<file path="src/rtl/nzcv_cond_unit.sv">
// nzcv_cond_unit: architectural NZCV flag register plus ARM condition-code
// evaluator. The unit captures ALU flags on S-bit retirement and accepts MSR
// writes. It tracks S-bit instructions still in flight with a saturating
// counter, and answers condition-evaluation requests through a req/ack
// handshake that stalls until the flags it depends on have landed.
//
// Handshake (cond_req / cond_ack):
//   The requester raises cond_req and holds it, with cond stable, until it
//   sees cond_ack. cond_ack is a single-cycle pulse; cond_pass is valid in
//   that cycle and keeps its value until the next evaluation completes.
//   While cond_ack is high, cond_req is ignored. If cond_req drops while the
//   unit is stalled, the request is abandoned and no ack is produced.
//   A reset abandons any request in flight; the requester must re-issue it.
module nzcv_cond_unit #(
    parameter bit BYPASS   = 1'b1,  // forward same-cycle flag_we data into evaluation
    parameter int PEND_MAX = 3,     // saturation value of the pending-S counter
    parameter int PEND_W   = 2      // pending counter width
) (
    input  logic              clk,
    input  logic              rst_n,
    input  logic              s_issue,
    input  logic              flag_we,
    input  logic [4:1]        nzcv_in,
    input  logic              msr_we,
    input  logic [4:1]        msr_nzcv,
    input  logic              cond_req,
    input  logic [4:1]        cond,
    output logic              cond_ack,
    output logic              cond_pass,
    output logic              stall,
    output logic [4:1]        nzcv_q,
    output logic              cf,
    output logic              vf,
    output logic              pend_err,
    output logic [1:0]        state_dbg,
    output logic [PEND_W-1:0] pend_dbg
);

    typedef enum logic [1:0] {
        ST_IDLE  = 2'd0,
        ST_STALL = 2'd1,
        ST_DONE  = 2'd2
    } state_t;

    localparam logic [PEND_W-1:0] PEND_SAT  = PEND_W'(PEND_MAX);
    localparam logic [PEND_W-1:0] PEND_ZERO = '0;
    localparam logic [PEND_W-1:0] PEND_ONE  = PEND_W'(1);

    state_t            state;
    state_t            state_nx;
    logic [4:1]        flags_q;
    logic [PEND_W-1:0] pend_q;
    logic              pend_err_q;
    logic              pass_q;

    logic [4:1]        eff_flags;
    logic              ready;
    logic              cond_eval;
    logic              take_result;

    // ARM condition table evaluated against a flag vector [4]=N [3]=Z [2]=C [1]=V.
    function automatic logic eval_cond(input logic [3:0] code, input logic [4:1] f);
        logic n;
        logic z;
        logic c;
        logic v;
        logic r;
        n = f[4];
        z = f[3];
        c = f[2];
        v = f[1];
        r = 1'b0;
        case (code)
            4'b0000: r = z;                    // EQ
            4'b0001: r = !z;                   // NE
            4'b0010: r = c;                    // CS
            4'b0011: r = !c;                   // CC
            4'b0100: r = n;                    // MI
            4'b0101: r = !n;                   // PL
            4'b0110: r = v;                    // VS
            4'b0111: r = !v;                   // VC
            4'b1000: r = c && !z;              // HI
            4'b1001: r = !c || z;              // LS
            4'b1010: r = (n == v);             // GE
            4'b1011: r = (n != v);             // LT
            4'b1100: r = !z && (n == v);       // GT
            4'b1101: r = z || (n != v);        // LE
            4'b1110: r = 1'b1;                 // AL
            default: r = 1'b0;                 // NV
        endcase
        return r;
    endfunction

    // Effective flags, readiness and the condition result for this cycle.
    // A request is ready when no S-bit instruction is outstanding and none is
    // entering execute now. With forwarding enabled, the last outstanding one
    // retiring this very cycle also counts, because its flags are visible on
    // nzcv_in.
    always_comb begin
        eff_flags = flags_q;
        ready     = 1'b0;
        if (BYPASS && flag_we) begin
            eff_flags = nzcv_in;
        end
        if (!s_issue) begin
            if (pend_q == PEND_ZERO) begin
                ready = 1'b1;
            end else if (BYPASS && flag_we && (pend_q == PEND_ONE)) begin
                ready = 1'b1;
            end
        end
        cond_eval = eval_cond(cond, eff_flags);
    end

    // Architectural flags: a retiring S-bit result takes priority over MSR.
    always_ff @(posedge clk or negedge rst_n) begin
        if (!rst_n) begin
            flags_q <= 4'b0000;
        end else if (flag_we) begin
            flags_q <= nzcv_in;
        end else if (msr_we) begin
            flags_q <= msr_nzcv;
        end
    end

    // Pending-S counter: saturates at PEND_MAX and flags the overflow
    // stickily. It never underflows. An issue and a retire in the same cycle
    // cancel out.
    always_ff @(posedge clk or negedge rst_n) begin
        if (!rst_n) begin
            pend_q     <= '0;
            pend_err_q <= 1'b0;
        end else begin
            case ({s_issue, flag_we})
                2'b10: begin
                    if (pend_q == PEND_SAT) begin
                        pend_err_q <= 1'b1;
                    end else begin
                        pend_q <= pend_q + PEND_ONE;
                    end
                end
                2'b01: begin
                    if (pend_q != PEND_ZERO) begin
                        pend_q <= pend_q - PEND_ONE;
                    end
                end
                default: begin
                    pend_q <= pend_q;
                end
            endcase
        end
    end

    // Evaluation FSM state register.
    always_ff @(posedge clk or negedge rst_n) begin
        if (!rst_n) begin
            state <= ST_IDLE;
        end else begin
            state <= state_nx;
        end
    end

    // Evaluation FSM next state: IDLE waits for a request, STALL waits for
    // the flags, and DONE is the single ack cycle.
    always_comb begin
        state_nx = state;
        case (state)
            ST_IDLE: begin
                if (cond_req) begin
                    state_nx = ready ? ST_DONE : ST_STALL;
                end
            end
            ST_STALL: begin
                if (!cond_req) begin
                    state_nx = ST_IDLE;
                end else if (ready) begin
                    state_nx = ST_DONE;
                end
            end
            ST_DONE: begin
                state_nx = ST_IDLE;
            end
            default: begin
                state_nx = ST_IDLE;
            end
        endcase
    end

    assign take_result = (state != ST_DONE) && (state_nx == ST_DONE);

    // Result register: loads on entry to DONE and holds until the next evaluation.
    always_ff @(posedge clk or negedge rst_n) begin
        if (!rst_n) begin
            pass_q <= 1'b0;
        end else if (take_result) begin
            pass_q <= cond_eval;
        end
    end

    assign cond_ack  = (state == ST_DONE);
    assign cond_pass = pass_q;
    assign stall     = (state == ST_STALL);
    assign nzcv_q    = flags_q;
    assign cf        = flags_q[2];
    assign vf        = flags_q[1];
    assign pend_err  = pend_err_q;
    assign state_dbg = state;
    assign pend_dbg  = pend_q;

endmodule

</file>
<file path="config.mk">
export PLATFORM = sky130hd
export DESIGN_NAME = nzcv_cond_unit
export DESIGN_NICKNAME = d
export VERILOG_FILES = /design/src/rtl/nzcv_cond_unit.sv
export SDC_FILE = /design/constraint.sdc
export NUM_CORES = 1
export LEC_CHECK = 0
export ABC_CLOCK_PERIOD_IN_PS = 1700
export BUFFER_PORTS_ARGS = -buffer_cell sky130_fd_sc_hd__buf_2
export CAP_MARGIN = 10
export CORE_MARGIN = 5
export CORE_UTILIZATION = 43
export DETAILED_ROUTE_END_ITERATION = 10
export PLACE_DENSITY = 0.86
export SYNTH_ARGS = -nofsm -noshare
export SYNTH_HDL_FRONTEND = slang
export SYNTH_SLANG_ARGS = --single-unit
</file>
<file path="constraint.sdc">
create_clock -name clk -period 1.7 [get_ports clk]
set_clock_uncertainty 0.1 [all_clocks]
set_input_delay 0.085 -clock clk [delete_from_list [all_inputs] [get_ports clk]]
set_output_delay 0.085 -clock clk [all_outputs]
set_load 0.02 [all_outputs]
</file>
After elaboration in Yosys (flattened, before gate mapping)

Cells that the tools add are included.

Reduce and logical (&&, ||, !) cells: 18
Equality and inequality tests: 26
Multiplexer cells: 15
$add $sub $neg: 2

Operators with widths:

| cell                | count |
|---|---|
| $eq 4x4->1 const B  | 7 |
| $eq 4x3->1 const B  | 4 |
| $pmux 1 s15         | 1 |
| $mux 2              | 6 |
| $mux 4              | 3 |
| $eq 2x2->1 const B  | 4 |
| $eq 4x2->1 const B  | 2 |
| $pmux 2 s2          | 2 |
| $eq 2x1->1 const B  | 3 |
| $ne 2x2->1 const B  | 3 |
| $reduce_bool 2->1   | 3 |
| $eq 4x1->1 const B  | 1 |
| $logic_and 1x1->1   | 4 |
| $logic_not 1->1     | 4 |
| $logic_not 2->1     | 2 |
| $logic_not 4->1     | 1 |
| $mux 1              | 3 |
| $reduce_and 3->1    | 1 |
| $add 2x1->2 const B | 1 |
| $logic_or 1x1->1    | 2 |
| $reduce_and 2->1    | 1 |
| $sub 2x1->2 const B | 1 |
| $eq 1x1->1          | 1 |
| $ne 1x1->1          | 1 |

Input port bits: 18
Bits in registers: 10

Longest topological paths before layout

Depth after elaboration: 10
Gate-level depth with buffers: 8

Worst setup path after synthesis

No wires, ideal clock.

Path kind: register -> register
Start point: register pend_q[0], in the netlist pend_dbg[0]
End point: register pass_q, in the netlist cond_pass
Path slack: -0.046 ns
Stages on the path, launching flop included: 8
Data arrival time: 1.522 ns
Path buffers: 0
Setup time: 0.123 ns
Data required time: 1.477 ns
Cell sequence: dfrtp_1 inv_1 ha_1 a21oi_1 nor3_4 mux2_2 o2111ai_1 o21ai_1

Word-level cells in the longest chain between the ends: 10

Ends and longest elaborated chain:

| item                      | line     | text |
|---|---|---|
| from (decl)               | 52       | `logic [PEND_W-1:0] pend_q;` |
| from (signal assigned)    | 139      | `pend_q <= pend_q + PEND_ONE;` |
| from (signal assigned)    | 144      | `pend_q <= pend_q - PEND_ONE;` |
| from (signal assigned)    | 148      | `pend_q <= pend_q;` |
| $eq 2x1->1                | 108      | `end else if (BYPASS && flag_we && (pend_q == PEND_ONE)) begin` |
| $logic_and 1x1->1         | 108      |  |
| $mux 1                    | 108      |  |
| $mux 1 *                  | 106      | `if (pend_q == PEND_ZERO) begin` |
| $mux 1 *                  | 105      | `if (!s_issue) begin` |
| $mux 2 (on tied branches) | 176, 170 |  |
| $mux 2 (on tied branches) | 174, 169 |  |
| $pmux 2 s2 *              | 167      | `case (state)` |
| via state_nx[1]           | 50       | `state_t state_nx;` |
| $eq 2x2->1 *              | 189      | `assign take_result = (state != ST_DONE) && (state_nx == ST_DONE);` |
| $logic_and 1x1->1 *       | 189      |  |
| to (signal assigned)      | 196      | `pass_q <= cond_eval;` |
| to (decl)                 | 54       | `logic pass_q;` |

Mark *: on every way through the listed nets, which the timed path passes. The rest lies on a longest branch.
A chain may end at the register's enable or synchronous reset.

Worst setup path after layout

Start point: register pend_q[1], in the netlist pend_dbg[1]
End point: register pass_q, in the netlist cond_pass

The elaborated chain is that of the path after synthesis.

==> results.py <==
metrics = {
    "floorplan": {
        "core_sq_mm": 0.00176,
        "fp-row-count": 15,
        "die_x_um": 53.7,
        "initial_core_util": 0.465,
        "pin_count": 32,
        "dieArea_sq_mm": 0.00288,
        "die_h_um": 53.7,
    },
    "hold_path": {
        "hold_class": "input pin to register",
    },
    "synthesis": {
        "yosysSeqAreaShare": 0.305,
        "synth.avg_cell_area_sq_um": 9.54,
        "synth_nets": 109,
        "syn_inst": 86,
        "syn-cell-area_sq_um": 821,
        "ys_types": 34,
        "yosysWarnings": 0,
        "ys_ff_latch": 10,
    },
    "route": {
        "drcViolationCount": 0,
        "ant_nets": 0,
        "first_pass_iters": 4,
        "wl_per_cell_um": 14.2,
        "via_per_inst": 5.22,
        "vias": 778,
        "drt-total-wl_mm": 2.12,
        "dr.first_iter.drc_count": 7,
    },
    "clock_network": {
        "cts.sinks": 10,
        "clockBufferDepth": 2,
        "insertion_delay_ns": 0.26,
        "clkTransAtPathRegs_ns": 0.07,
        "tritoncts": "built",
        "cts.htree.levels": 1,
        "root_buffer": "clkbuf_4",
        "tritoncts.num_buffers": 3,
    },
    "final_layout": {
        "final_nets": 149,
        "layout-drive-gt1-share": 0.419,
        "areaGrowthSynthToFinish_pct": 37.0,
        "antenna_cells": 0,
        "regArea_sq_um": 250,
        "fillers": 149,
        "multiInputGateArea_sq_um": 542,
        "utilization": 0.638,
    },
    "worst_setup_path": {
        "cp_cell_sequence": "inv_2 > ha_4 > a21oi_4 > nor3_4 > mux2_4 > o2111ai_2 > o21ai_1",
        "critPathMaxFanout": 5,
        "crit_path_start_kind": "register",
        "critPathTopFamily": "flip-flops",
        "cpPeakStageDelay_ns": 0.42,
        "path_class": "register to register",
        "endpoint_kind": "register",
        "slowest_stage": "dfrtp_1",
        "crit_required_ns": 1.75,
        "cp.arrival_ns": 1.75,
        "cp_num_buf_inv": 1,
    },
    "place": {
        "portBuffers": 31,
        "gp_congestion": 0.738,
        "pre_cts_ws_ns": 0.0258,
        "dp_hpwl_mm": 1.49,
    },
    "pwr": {
        "internal_power_mw": 0.759,
        "p_leak_nw": 0.557,
        "sequentialPowerShare": 0.273,
        "pwr-share-comb": 0.601,
        "p_sw_mw": 0.561,
        "power-per-cell-area_mw_per_mm2": 1170,
        "p_clk_frac": 0.125,
        "switching_share": 0.425,
        "peakVddDrop_mv": 0.787,
    },
    "sta": {
        "fin_crit_sh": 0.998,
        "hold_viol": 0,
        "min_period_ns": 1.70,
        "setup_viol": 0,
        "tightest_slew_ns": 0.347,
        "max_slew_margin": 0.769,
        "worst_slack_ns": 0.00284,
        "timing.fmax_mhz": 589,
        "rsz0062_at_grt": "yes",
        "drv_slew": 0,
        "hold_ws_ns": 0.0179,
    },
    "global_route": {
        "grt_antenna_before_repair": 0,
        "grt_max_degree": 18,
        "grt_pass1_vias": 746,
        "grtUsageTotal": 0.144,
        "grt_pass1_wl_mm": 3.05,
        "grt_remaining_overflow": 0,
    },
    "outcome": {
        "status": "finished, final reports clean",
    },
    "job": {
        "maxCapViolCount": 0,
    },
}
## routing by layer
layer / vias up / track usage / part of all wire
met4: 0 / 0.106 / 0.049
li1: 378 / - / -
met3: 10 / 0.0194 / 0.038
met1: 362 / 0.161 / 0.44
met2: 28 / 0.246 / 0.47
met5: - / 0 / 0
## tightest hold or removal path: cells and delay by family
family                 cells  cell delay (ns)
AOI/OAI and AO/OA          1             0.13
muxes                      1             0.06
buffers and inverters      1             0.08
## timing repair
item,4_1_cts,5_1_grt
gates resized for setup,0,12
endpoints found under the setup margin,0,2
hold endpoints to repair,14,0
hold buffers,5,0
buffers inserted,0,5
## registers in the layout, summed over array words and instances (netlist names)
register and count:
nzcv_q 4, pend_dbg 2, state_dbg 2, cond_pass 1
pend_err 1
## Yosys cell counts
master	number	share of area
dfrtp_1	10	0.30
nand2_1	7	0.032
inv_1	6	0.027
mux2i_1	6	0.073
nor2_1	6	0.027
ha_1	5	0.076
o21ai_0	4	0.024
a21oi_1	3	0.018
buf_6	3	0.041
nand2b_1	3	0.023
a21o_1	2	0.018
buf_4	2	0.018
mux2_2	2	0.027
mux4_2	2	0.055
nand3_1	2	0.012
nor2b_1	2	0.015
o21ai_1	2	0.012
o31ai_1	2	0.018
xor2_1	2	0.021
a21boi_1	1	0.0091
a41o_1	1	0.012
buf_2	1	0.0061
clkbuf_1	1	0.0046
nand4_1	1	0.0076
nand4b_1	1	0.011
nor3_1	1	0.0061
nor3_4	1	0.020
o2111ai_1	1	0.011
o211ai_1	1	0.0091
o21bai_1	1	0.0091
o22ai_1	1	0.0076
o311ai_0	1	0.011
xnor2_1	1	0.011
xnor2_2	1	0.020
## logic make-up after synthesis
family	share of synthesized area
flip-flops	0.305
adder cells (fa/ha/maj)	0.0762
AND/OR/NAND/NOR	0.154
buffers and inverters	0.0975
XOR/XNOR	0.0518
multiplexers	0.155
AO/OA/AOI/OAI	0.160
## layout make-up
class / instances / share of cell area
clock buffer: 3 / 0.0200
inverter: 6 / 0.0200
multi-input combinational: 63 / 0.482
sequential: 10 / 0.222
tap: 25 / 0.0278
timing repair buffer: 42 / 0.228
## layout by cell type, fill, tap and decap left out, types with 2 or more instances in the layout
cell and instances:
ha_4 2, dlygate4sd3_1 5, mux2i_1 6, nor2_1 6, clkbuf_4 3, ha_1 3, nand2_1 7, a21o_1 2
mux4_2 2, nand3_1 2, o21ai_1 2, inv_1 5, nand2b_1 3, dfrtp_1 10, a21oi_1 2, nor2b_1 2
o21ai_0 4, xor2_1 2, buf_2 30, buf_4 6
## worst paths after layout
path / from / to / slack (ns) / depth (start not counted)
worst min register to register: pend_err / pend_err / 0.35 / 1
worst max register to register: pend_dbg[1] / cond_pass / 0.003 / 7
worst min-delay path: msr_nzcv[1] / nzcv_q[1] / 0.02 / 3
max in group asynchronous: rst_n / nzcv_q[1] / 1.16 / 2
min in group asynchronous: rst_n / pend_err / 0.15 / 2
worst max-delay path: pend_dbg[1] / cond_pass / 0.003 / 7
## per-stage QoR
stage	instance area [sq um]	total power [mW]	std cells	setup TNS [ns]
2_1_floorplan	825	0.770	86	0
3_3_place_gp	961	0.924	136	0
3_5_place_dp	961	0.948	136	0
4_1_cts	1030	1.12	144	0
5_1_grt	1120	1.40	149	-0.106
6_report	1120	1.32	149	0
## power by group through the flow
stage | clock, mW | combinational, mW | sequential [mW]
6_report | 0.165 | 0.794 | 0.361
5_1_grt | 0.181 | 0.853 | 0.370
4_1_cts | 0.170 | 0.593 | 0.363
3_5_place_dp | 0 | 0.580 | 0.368
3_3_place_gp | 0 | 0.563 | 0.361
2_1_floorplan | 0 | 0.323 | 0.448
Note: power is estimated with default switching activity, not from simulation.
